**src/rtl/irq_service_unit_if.sv**
```systemverilog
// Bundle of the interrupt-controller / CPU handshake signals seen by the
// interrupt service unit. The slave modport is the unit's view; the master
// modport is the view of whatever drives the controller status and CPU pins.
interface irq_service_unit_if #(
  parameter int NUM_IRQ = 4,
  parameter int VEC_W   = 2
) ();

  logic [NUM_IRQ-1:0] pending_i;
  logic [NUM_IRQ-1:0] mask_i;
  logic               cpu_ack_i;
  logic               cpu_eoi_i;
  logic               cpu_irq_o;
  logic [VEC_W-1:0]   vector_o;
  logic               vector_valid_o;
  logic [NUM_IRQ-1:0] clear_o;
  logic               busy_o;
  logic               timeout_o;

  modport slave (
    input  pending_i,
    input  mask_i,
    input  cpu_ack_i,
    input  cpu_eoi_i,
    output cpu_irq_o,
    output vector_o,
    output vector_valid_o,
    output clear_o,
    output busy_o,
    output timeout_o
  );

  modport master (
    output pending_i,
    output mask_i,
    output cpu_ack_i,
    output cpu_eoi_i,
    input  cpu_irq_o,
    input  vector_o,
    input  vector_valid_o,
    input  clear_o,
    input  busy_o,
    input  timeout_o
  );

endinterface

```
**src/rtl/irq_service_unit.sv**
```systemverilog
// CPU-side interrupt responder. Masks the controller's pending vector, picks
// the lowest-numbered eligible source, raises a request to the CPU, and on
// acknowledge returns a one-cycle clear pulse for the serviced source. The
// request is abandoned (with a timeout pulse) if the CPU never acknowledges.
// Every output comes straight from a flop.
module irq_service_unit #(
  parameter int NUM_IRQ = 4,
  parameter int VEC_W   = 2,
  parameter int TIMEOUT = 16
) (
  input  logic             pclk_i,
  input  logic             rst_i,
  irq_service_unit_if.slave bus
);

  localparam int CNT_W = $clog2(TIMEOUT + 1);

  typedef enum logic [1:0] {
    IDLE    = 2'd0,
    REQ     = 2'd1,
    SERVICE = 2'd2,
    DONE    = 2'd3
  } state_t;

  // Lowest set index wins: bit 0 has the highest priority.
  function automatic logic [VEC_W-1:0] lowest_index(input logic [NUM_IRQ-1:0] bits);
    logic [VEC_W-1:0] idx;
    idx = '0;
    for (int i = NUM_IRQ - 1; i >= 0; i--) begin
      if (bits[i]) begin
        idx = VEC_W'(i);
      end
    end
    return idx;
  endfunction

  // One-hot decode of a source index into a clear vector.
  function automatic logic [NUM_IRQ-1:0] one_hot(input logic [VEC_W-1:0] idx);
    logic [NUM_IRQ-1:0] v;
    v = '0;
    for (int i = 0; i < NUM_IRQ; i++) begin
      if (VEC_W'(i) == idx) begin
        v[i] = 1'b1;
      end
    end
    return v;
  endfunction

  state_t             state_r, state_s;
  logic [CNT_W-1:0]   cnt_r, cnt_s;
  logic [VEC_W-1:0]   vec_r, vec_s;
  logic               irq_r, irq_s;
  logic               valid_r, valid_s;
  logic [NUM_IRQ-1:0] clear_r, clear_s;
  logic               busy_r, busy_s;
  logic               timeout_r, timeout_s;
  logic [NUM_IRQ-1:0] eligible_s;

  assign eligible_s = bus.pending_i & bus.mask_i;

  // State, counter, latched winner and all output flops.
  always_ff @(posedge pclk_i or posedge rst_i) begin
    if (rst_i) begin
      state_r   <= IDLE;
      cnt_r     <= '0;
      vec_r     <= '0;
      irq_r     <= 1'b0;
      valid_r   <= 1'b0;
      clear_r   <= '0;
      busy_r    <= 1'b0;
      timeout_r <= 1'b0;
    end else begin
      state_r   <= state_s;
      cnt_r     <= cnt_s;
      vec_r     <= vec_s;
      irq_r     <= irq_s;
      valid_r   <= valid_s;
      clear_r   <= clear_s;
      busy_r    <= busy_s;
      timeout_r <= timeout_s;
    end
  end

  // Next-state and next-output decode; outputs are computed for the state
  // being entered so they appear registered one cycle after the decision.
  always_comb begin
    state_s   = state_r;
    cnt_s     = cnt_r;
    vec_s     = vec_r;
    irq_s     = 1'b0;
    valid_s   = 1'b0;
    clear_s   = '0;
    timeout_s = 1'b0;
    busy_s    = 1'b0;

    case (state_r)
      IDLE: begin
        if (|eligible_s) begin
          vec_s   = lowest_index(eligible_s);
          cnt_s   = '0;
          irq_s   = 1'b1;
          state_s = REQ;
        end else begin
          state_s = IDLE;
        end
      end

      REQ: begin
        // Winner is frozen here; an ack on the final allowed cycle beats
        // the timeout.
        if (bus.cpu_ack_i) begin
          valid_s = 1'b1;
          clear_s = one_hot(vec_r);
          state_s = SERVICE;
        end else if (cnt_r == CNT_W'(TIMEOUT - 1)) begin
          timeout_s = 1'b1;
          state_s   = IDLE;
        end else begin
          irq_s   = 1'b1;
          cnt_s   = cnt_r + CNT_W'(1);
          state_s = REQ;
        end
      end

      SERVICE: begin
        if (bus.cpu_eoi_i) begin
          state_s = DONE;
        end else begin
          valid_s = 1'b1;
          state_s = SERVICE;
        end
      end

      DONE: begin
        // Gap cycle so the controller's cleared bit is seen before the
        // next arbitration.
        state_s = IDLE;
      end

      default: begin
        state_s = IDLE;
      end
    endcase

    busy_s = (state_s != IDLE);
  end

  assign bus.cpu_irq_o      = irq_r;
  assign bus.vector_o       = vec_r;
  assign bus.vector_valid_o = valid_r;
  assign bus.clear_o        = clear_r;
  assign bus.busy_o         = busy_r;
  assign bus.timeout_o      = timeout_r;

endmodule
```
**src/flat_wrapper.sv**
```systemverilog
// flat-port wrapper written by rule: the top's interface ports become plain ports
module irq_service_unit_flat 
#(
  parameter int NUM_IRQ = 4,
  parameter int VEC_W   = 2,
  parameter int TIMEOUT = 16
)
  (pclk_i, rst_i, bus_pending_i, bus_mask_i, bus_cpu_ack_i, bus_cpu_eoi_i, bus_cpu_irq_o, bus_vector_o, bus_vector_valid_o, bus_clear_o, bus_busy_o, bus_timeout_o);
  irq_service_unit_if #(.NUM_IRQ(NUM_IRQ), .VEC_W(VEC_W)) bus_i ();
  input  logic pclk_i;
  input  logic rst_i;
  input wire logic [$bits(bus_i.pending_i)-1:0] bus_pending_i;
  input wire logic [$bits(bus_i.mask_i)-1:0] bus_mask_i;
  input wire logic [$bits(bus_i.cpu_ack_i)-1:0] bus_cpu_ack_i;
  input wire logic [$bits(bus_i.cpu_eoi_i)-1:0] bus_cpu_eoi_i;
  output wire logic [$bits(bus_i.cpu_irq_o)-1:0] bus_cpu_irq_o;
  output wire logic [$bits(bus_i.vector_o)-1:0] bus_vector_o;
  output wire logic [$bits(bus_i.vector_valid_o)-1:0] bus_vector_valid_o;
  output wire logic [$bits(bus_i.clear_o)-1:0] bus_clear_o;
  output wire logic [$bits(bus_i.busy_o)-1:0] bus_busy_o;
  output wire logic [$bits(bus_i.timeout_o)-1:0] bus_timeout_o;
  assign bus_i.pending_i = bus_pending_i;
  assign bus_i.mask_i = bus_mask_i;
  assign bus_i.cpu_ack_i = bus_cpu_ack_i;
  assign bus_i.cpu_eoi_i = bus_cpu_eoi_i;
  assign bus_cpu_irq_o = bus_i.cpu_irq_o;
  assign bus_vector_o = bus_i.vector_o;
  assign bus_vector_valid_o = bus_i.vector_valid_o;
  assign bus_clear_o = bus_i.clear_o;
  assign bus_busy_o = bus_i.busy_o;
  assign bus_timeout_o = bus_i.timeout_o;
  irq_service_unit #(.NUM_IRQ(NUM_IRQ), .VEC_W(VEC_W), .TIMEOUT(TIMEOUT)) u_core (.pclk_i(pclk_i), .rst_i(rst_i), .bus(bus_i));
endmodule
```
**config.mk**
```make
export PLATFORM = sky130hd
export DESIGN_NAME = irq_service_unit_flat
export DESIGN_NICKNAME = d
export VERILOG_FILES = /design/src/rtl/irq_service_unit_if.sv /design/src/rtl/irq_service_unit.sv /design/src/flat_wrapper.sv
export SDC_FILE = /design/constraint.sdc
export NUM_CORES = 1
export LEC_CHECK = 0
export CAP_MARGIN = 20
export CORE_MARGIN = 5
export CORE_UTILIZATION = 50
export CTS_CLUSTER_DIAMETER = 60
export DETAILED_ROUTE_END_ITERATION = 7
export PLACE_DENSITY = 0.85
export SLEW_MARGIN = 0
export SYNTH_ARGS = -nofsm -noshare
export SYNTH_HDL_FRONTEND = slang
export SYNTH_SLANG_ARGS = --single-unit
```
**constraint.sdc**
```tcl
create_clock -name pclk_i -period 3.8 [get_ports pclk_i]
set_input_delay 0.76 -clock pclk_i [delete_from_list [all_inputs] [get_ports pclk_i]]
set_output_delay 0.76 -clock pclk_i [all_outputs]
set_load 0.005 [all_outputs]
```
==> key figures <==
GRT
  – Initial antenna violation count: 0
  – Largest net degree at the start of global routing: 18
  – First-pass GRT wire length: 2860 um
  – Tot GR Track Use: 0.148
  – Vias in the first global route: 682
  – Remaining global-route overflow: 0

Synthesis
  – Multiplexer share of the synthesized area: 0.0744
  – Post-synthesis xor/xnor area fraction: 0.0208
  – Yosys top cell by area: dfrtp_1
  – Top cell type's share of synthesized area: 0.506
  – Async SR Flop Fraction: 1.00
  – Synth Net Count: 95
  – Compound-Gate Fraction of Synth Area: 0.104
  – Netlist cell types: 27
  – Prevailing post-synth register cell: dfrtp_1
  – Ranking of synthesized cells by area: dfrtp_1 51%, ha_1 8.9%, mux2i_1 4.8%
  – Synth cell count leaders: 17 x dfrtp_1, 10 x nand2_1, 7 x inv_1
  – Yosys reg bits: 17
  – Synth warn: 0
  – Synth Area in Simple Gates: 0.168
  – Largest family of logic cells by synthesized area: simple AND/OR/NAND/NOR gates
  – Synthesized area: between 800 and 900 um2
  – Adder-cell share of the synthesized area: 0.0893
  – Register area share after synthesis: 0.506
  – EDFF count, synth: 0
  – Avg Synthesized Cell Area: 10.9 um2
  – Count leader, synth: dfrtp_1
  – Synth Instances: 77

Cells and area
  – FILL cells: 118
  – ANT cells: 0
  – Ratio of cells with drive above 1 in the final layout: 0.0693
  – Synth-to-Final Area Change: 30.1%
  – # nets final: 120
  – Core Util, Final: 0.701
  – Cell area after layout: roughly 1100 um2

Route
  – Final ANT Viol Nets: 0
  – DR vias: 627
  – DR WL/cell: 13.1 um
  – DRT Pass-1 Iters: 2
  – Iter 0 DRT Violations: 4
  – Vias per cell: 5.36
  – # DRC: 0
  – WL final: ~1500 um

Critical path
  – Required time worst endpoint: 3980 ps
  – Worst r2r src: u_core.cnt_r[0]
  – Critical Path AT: 2230 ps
  – Reg2reg setup slack: between 1500 and 2000 ps
  – Worst Setup EP: u_core.cnt_r[0]
  – Kind of critical path: register to register
  – Worst Path Max Fanout: 5
  – Crit path capture type: register
  – Critical Path Start Type: register
  – Worst Reg-to-Reg Cells: 7
  – R2r endpoint: u_core.cnt_r[0]
  – CP startpoint: u_core.cnt_r[0]

Floorplan
  – Die area: 2600 um2
  – # IOs: 22
  – Die W: roughly 51 um
  – Core Region: 1560 um2
  – Site Rows: 14
  – Die Height: 51.0 um
  – Starting density of the core: 0.539

Outcome
  – Status: completed

Power and ir drop
  – Maximum VDD drop: 355 uV
  – Leakage power: 0.515 nW
  – Power Total: ~0.00065 W
  – Pwr dens: 592 nW/um2

Timing
  – Max_slew headroom: 0.577
  – Final setup TNS: 0 ps
  – Fmax: 0.488 GHz
  – Hold Vio Cnt, Final: 0
  – Max-slew violations: 0
  – Final setup vio count: 0
  – RSZ-0062 raised after global routing: false
  – Part of the cycle the worst path needs: 0.539
  – Final min period: 2050 ps
  – Clk_skew: 8.60 ps
  – Least-Margin Pin Slew: 634 ps
  – Final setup margin: 1750 ps

Clock network
  – CTS Sinks: 17
  – Clock Tree Buf Depth: 2
  – Clock-pin slew on the worst setup and hold paths: about 110 ps
  – Root Buffer: clkbuf_4
  – Post-CTS Resized: 0
  – TritonCTS Buffers: 3
  – Setup Buffers After CTS: 0
  – Cts hold-fix bufs: 0
  – Clk_lat worst skew: between 200 and 300 ps
  – CTS tree: built
  – H-tree depth: 1

Place
  – GP Congestion: approximately 0.83
  – Port bufs: 21
  – Hpwl dp: 1250 um
  – Placed cell areas: approximately 1100 um2
  – Worst slack, placed: roughly 1500 ps

Min path
  – Worst Hold Class: register to register

Run
  – Max-cap viol count: 0
## per-stage QoR
step | hold slack, ps | cells
after floorplan | 490 | 77
after global placement | 510 | 113
after detailed placement | 509 | 113
after CTS | 525 | 117
after global routing | 564 | 117
final | 517 | 117
## sequential cells by signal, summed over array words and instances (netlist names)
signal	count
u_core.bus.vector_o	2
u_core.bus.timeout_o	1
u_core.state_r	2
u_core.cnt_r	5
u_core.bus.clear_o	4
u_core.bus.busy_o	1
u_core.bus.cpu_irq_o	1
u_core.bus.vector_valid_o	1
## per-layer routing
layer,share of wire,global-route usage,vias up
met4,0.015,0.0673,0
met2,0.50,0.275,21
li1,-,-,308
met5,0,0,-
met1,0.43,0.159,296
met3,0.057,0.0320,2
## cells by family after synthesis
kind of cell / count (synthesis)
simple gates: 27
flops: 17
compound gates: 11
buf+inv: 8
xor+xnor: 2
fa+ha+maj: 6
mux: 6
## placed cells by master, fill, tap and decap left out, types with 2 or more instances in the layout
master,instances
clkdlybuf4s50_1,21
dfrtp_1,17
nand2_1,10
inv_1,7
ha_1,6
mux2i_1,4
nor2_1,3
nand2b_1,3
a21oi_1,3
clkbuf_4,3
a22o_1,2
o21ai_0,2
nor3b_1,2
and3_1,2
mux2_2,2
## worst min path at each step
stage / cells after the start / start / slack (ps) / end
finish: 1 / u_core.bus.vector_o[1] / 520 / u_core.bus.clear_o[1]
global route: 1 / u_core.bus.vector_o[1] / 560 / u_core.bus.clear_o[1]
CTS: 1 / u_core.bus.vector_o[1] / 520 / u_core.bus.clear_o[1]
detailed placement: 1 / u_core.bus.vector_o[1] / 510 / u_core.bus.clear_o[1]
global placement: 1 / u_core.bus.vector_o[1] / 510 / u_core.bus.clear_o[1]
floorplan: 2 / u_core.cnt_r[4] / 490 / u_core.cnt_r[4]
## where the power goes
part           internal [W]  leakage [nW]  switching (W)
logic              0.000155         0.272       0.000130
registers          0.000232         0.225      0.0000345
clock network     0.0000391        0.0177      0.0000573
## worst max-delay path, cell delays in order (launching register included)
cell and delay (ps):
dfrtp_1 420, ha_1 230, and3_1 190, ha_1 190, nor2_1 140, nand2_1 120, a22oi_4 280, mux2_2 360
## cell type report
type / instances / area, um2 / area share
Clock inverter: 1 / 5.00 / 0.00458
Tap cell: 16 / 20.0 / 0.0183
Timing Repair Buffer: 21 / 210 / 0.192
Sequential cell: 17 / 425 / 0.389
Inverter: 7 / 26.3 / 0.0240
Multi-Input combinational cell: 52 / 384 / 0.351
Clock buffer: 3 / 22.5 / 0.0206
Power figures use the tool's default switching activity.
